===== src/rtl/outport_reader.sv =====
// outport_reader
//
// Consumer-side endpoint of the CPU's W-bit output port. The CPU has no write
// strobe, so the port is sampled every clock. Each change of value is pushed
// into a show-ahead FIFO that a downstream client drains over valid/ready.
//
// Optional feature (macro OUTPORT_TIMESTAMP_EN):
//   Defined   - a free-running TSW-bit cycle counter is kept, and each pushed
//               entry stores the counter value seen at its push edge.
//   Undefined - no counter and no timestamp storage; dout_ts is tied to 0.
//
// Ports:
//   clk        in   system clock, rising edge
//   reset      in   asynchronous, active-high reset
//   outport    in   [W]    CPU output port value
//   dout       out  [W]    FIFO head data (show-ahead)
//   dout_ts    out  [TSW]  FIFO head timestamp
//   dout_valid out         FIFO non-empty
//   dout_ready in          consumer accepts head entry
//   count      out  [$clog2(DEPTH)+1]  occupancy 0..DEPTH
//   overflow   out         sticky: a change was dropped while full
//   ovf_clr    in          synchronous clear of overflow (a new drop wins)
module outport_reader #(
  parameter int W     = 6,
  parameter int DEPTH = 8,
  parameter int TSW   = 16
) (
  input  logic                     clk,
  input  logic                     reset,
  input  logic [W-1:0]             outport,
  output logic [W-1:0]             dout,
  output logic [TSW-1:0]           dout_ts,
  output logic                     dout_valid,
  input  logic                     dout_ready,
  output logic [$clog2(DEPTH):0]   count,
  output logic                     overflow,
  input  logic                     ovf_clr
);

  localparam int AW = $clog2(DEPTH);
  localparam int CW = AW + 1;

  logic [W-1:0]  s_q, s_d;
  logic [W-1:0]  last_q, last_d;
  logic [AW-1:0] wr_ptr_q, wr_ptr_d;
  logic [AW-1:0] rd_ptr_q, rd_ptr_d;
  logic [CW-1:0] count_q, count_d;
  logic          overflow_q, overflow_d;
  logic [W-1:0]  mem_q [DEPTH];
  logic [W-1:0]  mem_d [DEPTH];

  logic change;
  logic full;
  logic pop;
  logic push;
  logic drop;

  always_comb begin
    s_d    = outport;
    change = (s_q != last_q);
    full   = (count_q == CW'(DEPTH));
    pop    = (count_q != '0) && dout_ready;
    // A full FIFO still accepts a push when the head leaves on the same edge.
    push   = change && (!full || pop);
    drop   = change && full && !pop;

    // last_q follows every change, accepted or not, so a dropped value is
    // never retried.
    last_d   = change ? s_q : last_q;
    wr_ptr_d = push ? wr_ptr_q + AW'(1) : wr_ptr_q;
    rd_ptr_d = pop  ? rd_ptr_q + AW'(1) : rd_ptr_q;

    count_d = count_q;
    if (push && !pop) begin
      count_d = count_q + CW'(1);
    end else if (pop && !push) begin
      count_d = count_q - CW'(1);
    end

    overflow_d = overflow_q;
    if (drop) begin
      overflow_d = 1'b1;
    end else if (ovf_clr) begin
      overflow_d = 1'b0;
    end

    for (int i = 0; i < DEPTH; i++) begin
      mem_d[i] = mem_q[i];
    end
    if (push) begin
      mem_d[wr_ptr_q] = s_q;
    end
  end

  always_ff @(posedge clk or posedge reset) begin
    if (reset) begin
      s_q        <= '0;
      last_q     <= '0;
      wr_ptr_q   <= '0;
      rd_ptr_q   <= '0;
      count_q    <= '0;
      overflow_q <= 1'b0;
      // Storage is cleared so the head reads 0 straight out of reset.
      for (int i = 0; i < DEPTH; i++) begin
        mem_q[i] <= '0;
      end
    end else begin
      s_q        <= s_d;
      last_q     <= last_d;
      wr_ptr_q   <= wr_ptr_d;
      rd_ptr_q   <= rd_ptr_d;
      count_q    <= count_d;
      overflow_q <= overflow_d;
      for (int i = 0; i < DEPTH; i++) begin
        mem_q[i] <= mem_d[i];
      end
    end
  end

  assign dout       = mem_q[rd_ptr_q];
  assign dout_valid = (count_q != '0);
  assign count      = count_q;
  assign overflow   = overflow_q;

`ifdef OUTPORT_TIMESTAMP_EN
  logic [TSW-1:0] ts_q, ts_d;
  logic [TSW-1:0] ts_mem_q [DEPTH];
  logic [TSW-1:0] ts_mem_d [DEPTH];

  always_comb begin
    // Free-running; wraps naturally at 2^TSW.
    ts_d = ts_q + TSW'(1);
    for (int i = 0; i < DEPTH; i++) begin
      ts_mem_d[i] = ts_mem_q[i];
    end
    if (push) begin
      ts_mem_d[wr_ptr_q] = ts_q;
    end
  end

  always_ff @(posedge clk or posedge reset) begin
    if (reset) begin
      ts_q <= '0;
      for (int i = 0; i < DEPTH; i++) begin
        ts_mem_q[i] <= '0;
      end
    end else begin
      ts_q <= ts_d;
      for (int i = 0; i < DEPTH; i++) begin
        ts_mem_q[i] <= ts_mem_d[i];
      end
    end
  end

  assign dout_ts = ts_mem_q[rd_ptr_q];
`else
  assign dout_ts = '0;
`endif

endmodule


===== config.mk =====
export PLATFORM = sky130hd
export DESIGN_NAME = outport_reader
export DESIGN_NICKNAME = d
export VERILOG_FILES = /design/src/rtl/outport_reader.sv
export SDC_FILE = /design/constraint.sdc
export NUM_CORES = 1
export LEC_CHECK = 0
export CORE_MARGIN = 1
export CORE_UTILIZATION = 56
export CTS_CLUSTER_DIAMETER = 120
export DETAILED_ROUTE_END_ITERATION = 8
export PLACE_DENSITY = 0.82
export SYNTH_ARGS = -nofsm -noshare
export SYNTH_HDL_FRONTEND = slang
export SYNTH_SLANG_ARGS = --single-unit
export TNS_END_PERCENT = 30

===== constraint.sdc =====
create_clock -name clk -period 3.3 [get_ports clk]
set_input_delay 0.99 -clock clk [delete_from_list [all_inputs] [get_ports clk]]
set_output_delay 0.99 -clock clk [all_outputs]
set_load 0.02 [all_outputs]

### Word level (Yosys, flattened, before mapping)

Index checks and enable logic that the tools add are counted.

* bits in writable memories: 0
* ROM bits: 0
* input bits: 10
* memories kept: 0
* bits in registers: 71
* word-level logic and storage cells: 49
* bits in latches: 0

* shift-type cells: 0
* add/subtract/negate cells: 4
* div/mod/pow operators: 0
* muxes and demuxes: 10
* equal/unequal tests: 2
* magnitude comparators: 3
* multipliers: 0
* reduce and logical (&&, ||, !) cells: 14
* bitwise logic cells: 2

Operator list (number)
* $bwmux W48: 1
* $bmux W6 S3: 1
* $demux W6 S3: 1
* $mux W6: 3
* $ge A4 B4 Y1 const B: 2
* $mux W4: 2
* $not A3 Y4: 2
* $logic_and A1 B1 Y1: 7
* $add A3 B1 Y3 const B: 2
* $ne A6 B6 Y1: 1
* $add A4 B1 Y4 const B: 1
* $eq A4 B4 Y1 const B: 1
* $lt A4 B1 Y1 const B: 1
* $reduce_bool A2 Y1: 2
* $reduce_bool A4 Y1: 1
* $sub A4 B1 Y4 const B: 1
* $logic_not A1 Y1: 3
* $mux W1: 2
* $logic_or A1 B1 Y1: 1

### Longest topological paths before layout

Gate-level depths: netlist of the first run.

* depth in word-level cells: 8
* depth in mapped cells: 13
* mapped depth without buffers: 11

### Worst setup path after synthesis of the first run

Ideal clock, no wire load.

* path kind: input to register
* start: input dout_ready
* end: register count_q[3], in the netlist count[3]
* arrival: 2908 ps
* slack: 311 ps
* cell stages on the path: 11
* library setup time: 80 ps
* cells stage by stage: or3b_4 -> buf_6 -> o21ai_2 -> inv_1 -> ha_1 -> inv_1 -> ha_1 -> a21o_2 -> a21oi_1 -> mux2i_1 -> xnor2_1

* word-level cells in the longest chain between the ends: 6

RTL lines
* start, declared: RTL line 34 `input logic dout_ready,`
* $logic_and A1 B1 Y1 (*): RTL line 62 `pop = (count_q != '0) && dout_ready;`
* $logic_or A1 B1 Y1 (*): RTL line 64 `push = change && (!full || pop);`
* $logic_and A1 B1 Y1 (*): RTL line 64
* named net push: RTL line 55 `logic push;`
* $logic_not A1 Y1: RTL line 76 `end else if (pop && !push) begin`
* $logic_and A1 B1 Y1: RTL line 76
* $reduce_bool A2 Y1 (no line)
* end signal, assigned: RTL line 112 `count_q <= count_d;`
* end, declared: RTL line 47 `logic [CW-1:0] count_q, count_d;`

Mark *: on every way through the listed nets, which the timed path passes. The rest lies on a longest branch.
A chain may end at the register's enable or synchronous reset.

### Worst setup path in the final report of the first run

* start: register rd_ptr_q[0]
* end: output dout[2]

* word-level cells in the longest chain between the ends: 4

RTL lines
* start, declared: RTL line 46 `logic [AW-1:0] rd_ptr_q, rd_ptr_d;`
* start signal, assigned: RTL line 111 `rd_ptr_q <= rd_ptr_d;`
* $not A3 Y4 (implied by the code): RTL line 120 `assign dout = mem_q[rd_ptr_q];`
* $bmux W6 S3: RTL line 120
* $mux W6 (implied by the code) (2 in a row): RTL line 120
* end, declared: RTL line 31 `output logic [W-1:0] dout,`

Every way passes these cells. The select of a mux whose other input is x is not followed.

==> run summary, run 1 <==
* finished, final reports clean — result of the run
* 0 — Yosys warning count
* count[3] — worst flop-to-flop path endpoint
* 0 — EDFF count, synth
* 21.0% — global routing usage summed across all routing layers
* 21 — port bufs
* 0.07 ns — clock-pin slew reported for the worst setup and hold paths after clock tree synthesis
* 5990 sq um — area inside the core boundary
* 3730 sq um — placed instance area
* dfrtp_1 (51%), mux2_2 (13%), mux2_4 (7.7%) — most area-consuming cells after synthesis
* 3.23 ns — minimum clock period after layout
* 0.58 ns — FF-to-FF setup slack
* 0 — initial antenna violation count
* 5.51 — number of vias per cell
* mem_q[2] — hold worst-path end
* 235 — Mapped Cells
* 14.9 sq um — synthesized area per cell
* 0 — final setup fails
* 3.82% — met3 demand-to-capacity share in global routing
* 50.6% — portion of synthesized cell area occupied by the leading cell type
* 71 — CTS Sinks
* 0.0100 ns — setup skew after layout
* 0 — total congestion overflow after global routing
* flop to flop — worst min-delay path class
* 35 — Distinct cells, synth
* 18.1 um — post-detailed-route wirelength per cell
* 2 — count of buffer and inverter cells on the critical path
* 50.6% — share of synthesized area occupied by flip-flops and latches
* 1,853 — vias in the first global route
* 4.21 mW — overall power
* 4 — number of iterations in the first detailed-routing pass
* 0.34 ns — Clk Latency, worst-skew pair
* count[0] — launch instance of the worst register-to-register path
* 53 — detailed router's first-iteration violation count
* mem_q[2] — startpoint of the worst hold path
* 0 — Antenna Violating Nets Remaining
* 71 — flop and latch count out of synthesis
* 0.677 mV — maximum vdd ir drop
* 81.2 um — die span in y
* 3930 sq um — area of all placed cells without fillers
* 9.64 mm — wire length of the first global-routing pass
* 0 — number of buffers inserted by post-CTS setup repair
* 58.6% — initial core utilization
* 81.2 um — die width
* yes — clock tree from TritonCTS
* 0 — DRC violation count after routing
* 2 — largest buffer count on any clock path
* 0 — number of hold buffers added after cts
* dfrtp_1 (71), mux2_2 (39), mux2_4 (18), buf_4 (17) — Post-synth top cells
* 0.310 GHz — achievable clock frequency
* 3510 sq um — synthesized cell area
* 27.9% — routing usage on met1
* 0.507 ns — worst hold slack across all endpoints
* 3 — H-tree level count
* 3.89 mm — half-perimeter wire length after placement
* 2.24 ns — worst endpoint data arrival time
* multiplexers — critical path's top delay family
* 271 — fin nets
* 10 — largest driver fanout on the critical path
* 97.8% — period utilization
* 3 — post-CTS resize count
* dfrtp_1 — most common flop cell mapped by yosys
* 72 — maximum number of pins on one net before global-route repair
* buf_6, mux4_2, mux2_2, clkdlybuf4s50_1 — Critical Path, Cell by Cell
* 6.08 mm — total length of routed wires
* 0 — count of inserted antenna diode cells
* 0.760 — final RePlAce weighted congestion
* 4 — path length in cells of the critical path
* 38 — number of I/O pins
* 2.31 ns — required time worst endpoint
* 9 — CTS Buf Count
* 0.53 ns — critical path's largest stage delay
* 28 — number of placement rows
* met2 — layer with the highest usage after global routing
* dfrtp_1 — most used standard cell by instance count after synthesis
* clkdlybuf4s50_1 — Critical-path top delay cell
* flop — startpoint class of the critical path
* 0 — max-cap check violation count
* 11 — r2r worst-path depth
* flop to output pin — CP Class
* 32.9% — met2 capacity usage during global routing
* 1.68 nW — static leakage
* output pin — endpoint type of the worst setup path
* 11.9% — Layout Area Growth over Synthesis
* 6590 sq um — area of the die
* 0 — fin. max-slew vios
* 1,846 — total number of vias
* dfrtp_1 — area leader, netlist
* 1070 nW/um^2 — power per unit of standard cell area
* 41.2% — share of post-route cells with drive strength above 1
* 0 — count of endpoints failing hold in the final timing report
* 1 — number of cells on the worst hold path
* 100% — Synth async-reset ratio
* clkbuf_8 — Root Buffer
flip-flops by register name, summed over array words and instances (netlist names):
name	flops
wr_ptr_q	3
s_q	6
mem_q	48
rd_ptr_q	3
count	4
overflow	1
last_q	6
layout by cell type (no fill, tap or decap), drive strengths merged, types with 5 or more instances in the layout:
cell type      count
inv                5
clkdlybuf4s50     19
o211ai             5
ha                 5
mux2              57
clkbuf             9
dfrtp             71
conb              16
mux4              12
xnor2             12
buf                9
metrics by stage:
stage	worst slack, ns	cells	setup TNS [ns]	util, %
2_1_floorplan	0.311	250	0	-
3_3_place_gp	0.0760	319	0	62.2
3_5_place_dp	-0.00661	319	-0.00661	62.2
4_1_cts	0.0189	335	0	65.5
5_1_grt	-0.00945	335	-0.0155	65.6
6_report	0.0723	335	0	65.6
worst max path at each step:
| stage | from | endpoint |
|---|---|---|
| global placement | dout_ready | count[3] |
| floorplan | dout_ready | count[3] |
| global route | rd_ptr_q[0] | dout[0] |
| detailed placement | dout_ready | count[3] |
| CTS | rd_ptr_q[0] | dout[2] |
| finish | rd_ptr_q[0] | dout[2] |
cell type report:
class / count / area [sq um]
clock buffers: 9 / 124
clock inverters: 7 / 72.6
fillers: 422 / 2060
inverters: 4 / 15.0
multi-input cells: 139 / 1550
flip-flops and latches: 71 / 1780
well taps: 75 / 93.8
repair buffers: 30 / 292
routing by layer:
layer  up-vias  wire (um)
met5         -          0
met4         0        121
met3        12        149
met2        38       3060
met1       952       2750
li1        844          -
power by group:
| group | switching [mW] | internal (mW) |
|---|---|---|
| Clock | 0.339 | 0.350 |
| Sequential | 0.311 | 1.26 |
| Combinational | 0.778 | 1.18 |
kinds of logic (layout without fill, tap and decap cells):
| group | after synthesis | in the layout | synth area share, % |
|---|---|---|---|
| xor gates and xnor gates | 13 | 13 | 3.24 |
| adders and majority gates | 6 | 6 | 2.35 |
| muxes | 70 | 70 | 28.2 |
| other | 1 | 16 | 0.107 |
| DFF | 71 | 71 | 50.6 |
| and+or+nand+nor | 20 | 20 | 3.35 |
| AOI/OAI and AO/OA | 14 | 14 | 5.38 |
| buffers and inverters | 40 | 50 | 6.77 |
No activity file was read; power rests on OpenSTA's default activity.
==> run 2: changes to the inputs <==
- ABC_AREA: unset -> 1
- CORE_UTILIZATION: 56 -> 57
- PLACE_DENSITY: 0.82 -> 0.83
==> run summary, run 2 <==
* 3 — H-tree level count
* 0 — EDFF count, synth
* 10.1% — Layout Area Growth over Synthesis
* 0.889 — final RePlAce weighted congestion
* 0 — number of hold buffers added after cts
* 3.23 ns — minimum clock period after layout
* 2.24 ns — worst endpoint data arrival time
* 521 — filler instances
* 32.2% — simple-gate area share of the yosys netlist
* 2.31 ns — required time worst endpoint
* 82.5 um — die span in y
* output pin — endpoint type of the worst setup path
* 5.75 — number of vias per cell
* 0 — fin. max-slew vios
* 486 — fin nets
* 97.7% — period utilization
* nand2_1 — most used standard cell by instance count after synthesis
* 2.07 nW — static leakage
* 0.0119 ns — setup skew after layout
* 2,999 — vias in the first global route
* 4 — number of iterations in the first detailed-routing pass
* simple AND/OR/NAND/NOR gates — main combinational cell family by area after synthesis
* 28 — number of placement rows
* dfrtp_1 (48%), nand2_1 (16%), nand4_1 (8.1%) — most area-consuming cells after synthesis
* 3,160 — total number of vias
* 5.43 mm — half-perimeter wire length after placement
* 48.1% — share of synthesized area occupied by flip-flops and latches
* mem_q: 48 flops, last_q: 6 flops, s_q: 6 flops — Regs by FF count
* 181 — detailed router's first-iteration violation count
* 2.42 mW — internal power
* 0 ns — Sum Neg Setup Slack
* 0.471 ns — worst hold slack across all endpoints
* 1030 nW/um^2 — power per unit of standard cell area
* 0 — number of buffers inserted by post-CTS setup repair
* 6100 sq um — area inside the core boundary
* 18.9% — part of the power in the clock network
* flop to output pin — CP Class
* 71 — CTS Sinks
* dfrtp_1 — area leader, netlist
* 0.08 ns — clock-pin slew reported for the worst setup and hold paths after clock tree synthesis
* 5.42% — area fraction in compound gates after synthesis
* 60.6% — initial core utilization
* 6800 sq um — area of the die
* 0.626 mV — maximum vdd ir drop
* clkbuf_8 — Root Buffer
* 3690 sq um — synthesized cell area
* 20 — Distinct cells, synth
* 44.5% — Comb pwr share
* 0 — Yosys warning count
* 0 — total congestion overflow after global routing
* 48.1% — portion of synthesized cell area occupied by the leading cell type
* flop — startpoint class of the critical path
* mem_q — Reg with most FFs
* 21 — largest driver fanout on the critical path
* 9 — CTS Buf Count
* 0.626 ns — Worst-Margin Slew
* 0 — count of inserted antenna diode cells
* 100% — Synth async-reset ratio
* 0 — initial antenna violation count
* 0.310 GHz — achievable clock frequency
* 1.42% — xor-xnor portion of the synthesized cell area
* 42.3% — switching share of power
* 82.5 um — die width
* 2.24% — area share of fa/ha/maj cells after synthesis
* 1.77 mW — P_sw
* 13.7 mm — wire length of the first global-routing pass
* nand2_1 (153), dfrtp_1 (70), nor2_1 (54) — most frequent cells in the layout
* 0 — Antenna Violating Nets Remaining
* 72 — maximum number of pins on one net before global-route repair
* 8.29 mm — total length of routed wires
* 0 — final setup fails
* 0 — count of endpoints failing hold in the final timing report
* 2 — largest buffer count on any clock path
* 71 — flop and latch count out of synthesis
* 27.9% — global routing usage summed across all routing layers
* dfrtp_1 — most common flop cell mapped by yosys
* 38 — number of I/O pins
* 48 — max reg flops
* true — setup repair after global routing missed its margin
* 0 — max-cap check violation count
* 0.36 ns — Clk Latency, worst-skew pair
* 464 — Mapped Cells
* 0.305% — multiplexer share of the synthesized area
* 36.6% — proportion of power drawn by flip-flops and latches
* 7.58% — share of post-route cells with drive strength above 1
* flop to flop — worst min-delay path class
* yes — clock tree from TritonCTS
* 15.1 um — post-detailed-route wirelength per cell
* 0 — DRC violation count after routing
* 21 — port bufs
* nand2_1 — most frequent standard cell in the layout excluding fill and tap cells
* nand2_1 (153), dfrtp_1 (71), nor2_1 (54), nand4_1 (48), o21ai_0 (35) — Post-synth top cells
* 58.2% — Slew HR
* finished, final reports clean — result of the run
* 7.96 sq um — synthesized area per cell
==> run 2: layer usage <==
layer	GRT usage (%)	wire, um	up-vias
li1	-	-	1492
met1	33.5	3380	1527
met2	46.7	4190	117
met3	7.03	487	24
met4	13.3	229	0
met5	0	0	-
==> run 2: logic make-up (layout without fill, tap and decap cells) <==
logic type                 after synthesis  in the layout
xor gates and xnor gates                 6              6
adders and majority gates                6              6
buffers and inverters                   71             67
and+or+nand+nor                        268            268
other                                    1             16
DFF                                     71             71
muxes                                    1              1
AOI/OAI and AO/OA                       40             40
==> run 2: worst max-delay path: stages, from the launching register on <==
cell and delay [ns]:
dfrtp_2 0.56, buf_4 0.22, nor2_1 0.09, o21ai_0 0.09
o21ai_0 0.13, nand2_1 0.08, nand2_1 0.10, clkdlybuf4s50_1 0.61
==> run 2: final timing paths <==
kind,to,from,slack [ns],depth (start not counted)
hold reg to reg,mem_q[13],mem_q[13],0.47,2
max in group asynchronous,rd_ptr_q[1],reset,1.96,3
min in group asynchronous,count[2],reset,1.00,3
hold / removal,mem_q[13],mem_q[13],0.47,2
setup / recovery,dout[4],rd_ptr_q[1],0.07,7
setup reg to reg,count[3],s_q[0],0.75,18
==> run 2: cell type report <==
cell class / count / area (sq um) / area share (%)
tap: 75 / 93.8 / 2.31
clock buffer: 10 / 138 / 3.39
inverter: 23 / 86.3 / 2.12
multi-input combinational: 337 / 1600 / 39.4
timing repair buffer: 28 / 275 / 6.77
sequential: 71 / 1780 / 43.7
clock inverter: 6 / 92.6 / 2.28
==> run 2: per-stage QoR <==
step           utilization [%]  power, mW  std cells  area (sq um)  setup slack [ns]
2_1_floorplan                -       2.77        479          3750             0.513
3_3_place_gp              62.9       3.31        534          3830             0.254
3_5_place_dp              62.9       3.40        534          3830             0.178
4_1_cts                   66.7       4.21        550          4070            0.0834
6_report                  66.7       4.19        550          4070            0.0748
5_1_grt                   66.7       4.52        550          4070           -0.0323
==> run 2: what timing repair did <==
action	CTS	global route
gates resized for setup	1	0
setup endpoints to repair	5	4
hold endpoints to repair	0	0
==> run 2: power by group through the flow <==
stage	registers, mW	logic, mW	clock network [mW]
after floorplan	1.45	1.32	0
after global placement	1.52	1.79	0
after detailed placement	1.54	1.86	0
after CTS	1.53	1.87	0.811
after global routing	1.58	2.10	0.843
final	1.53	1.87	0.794
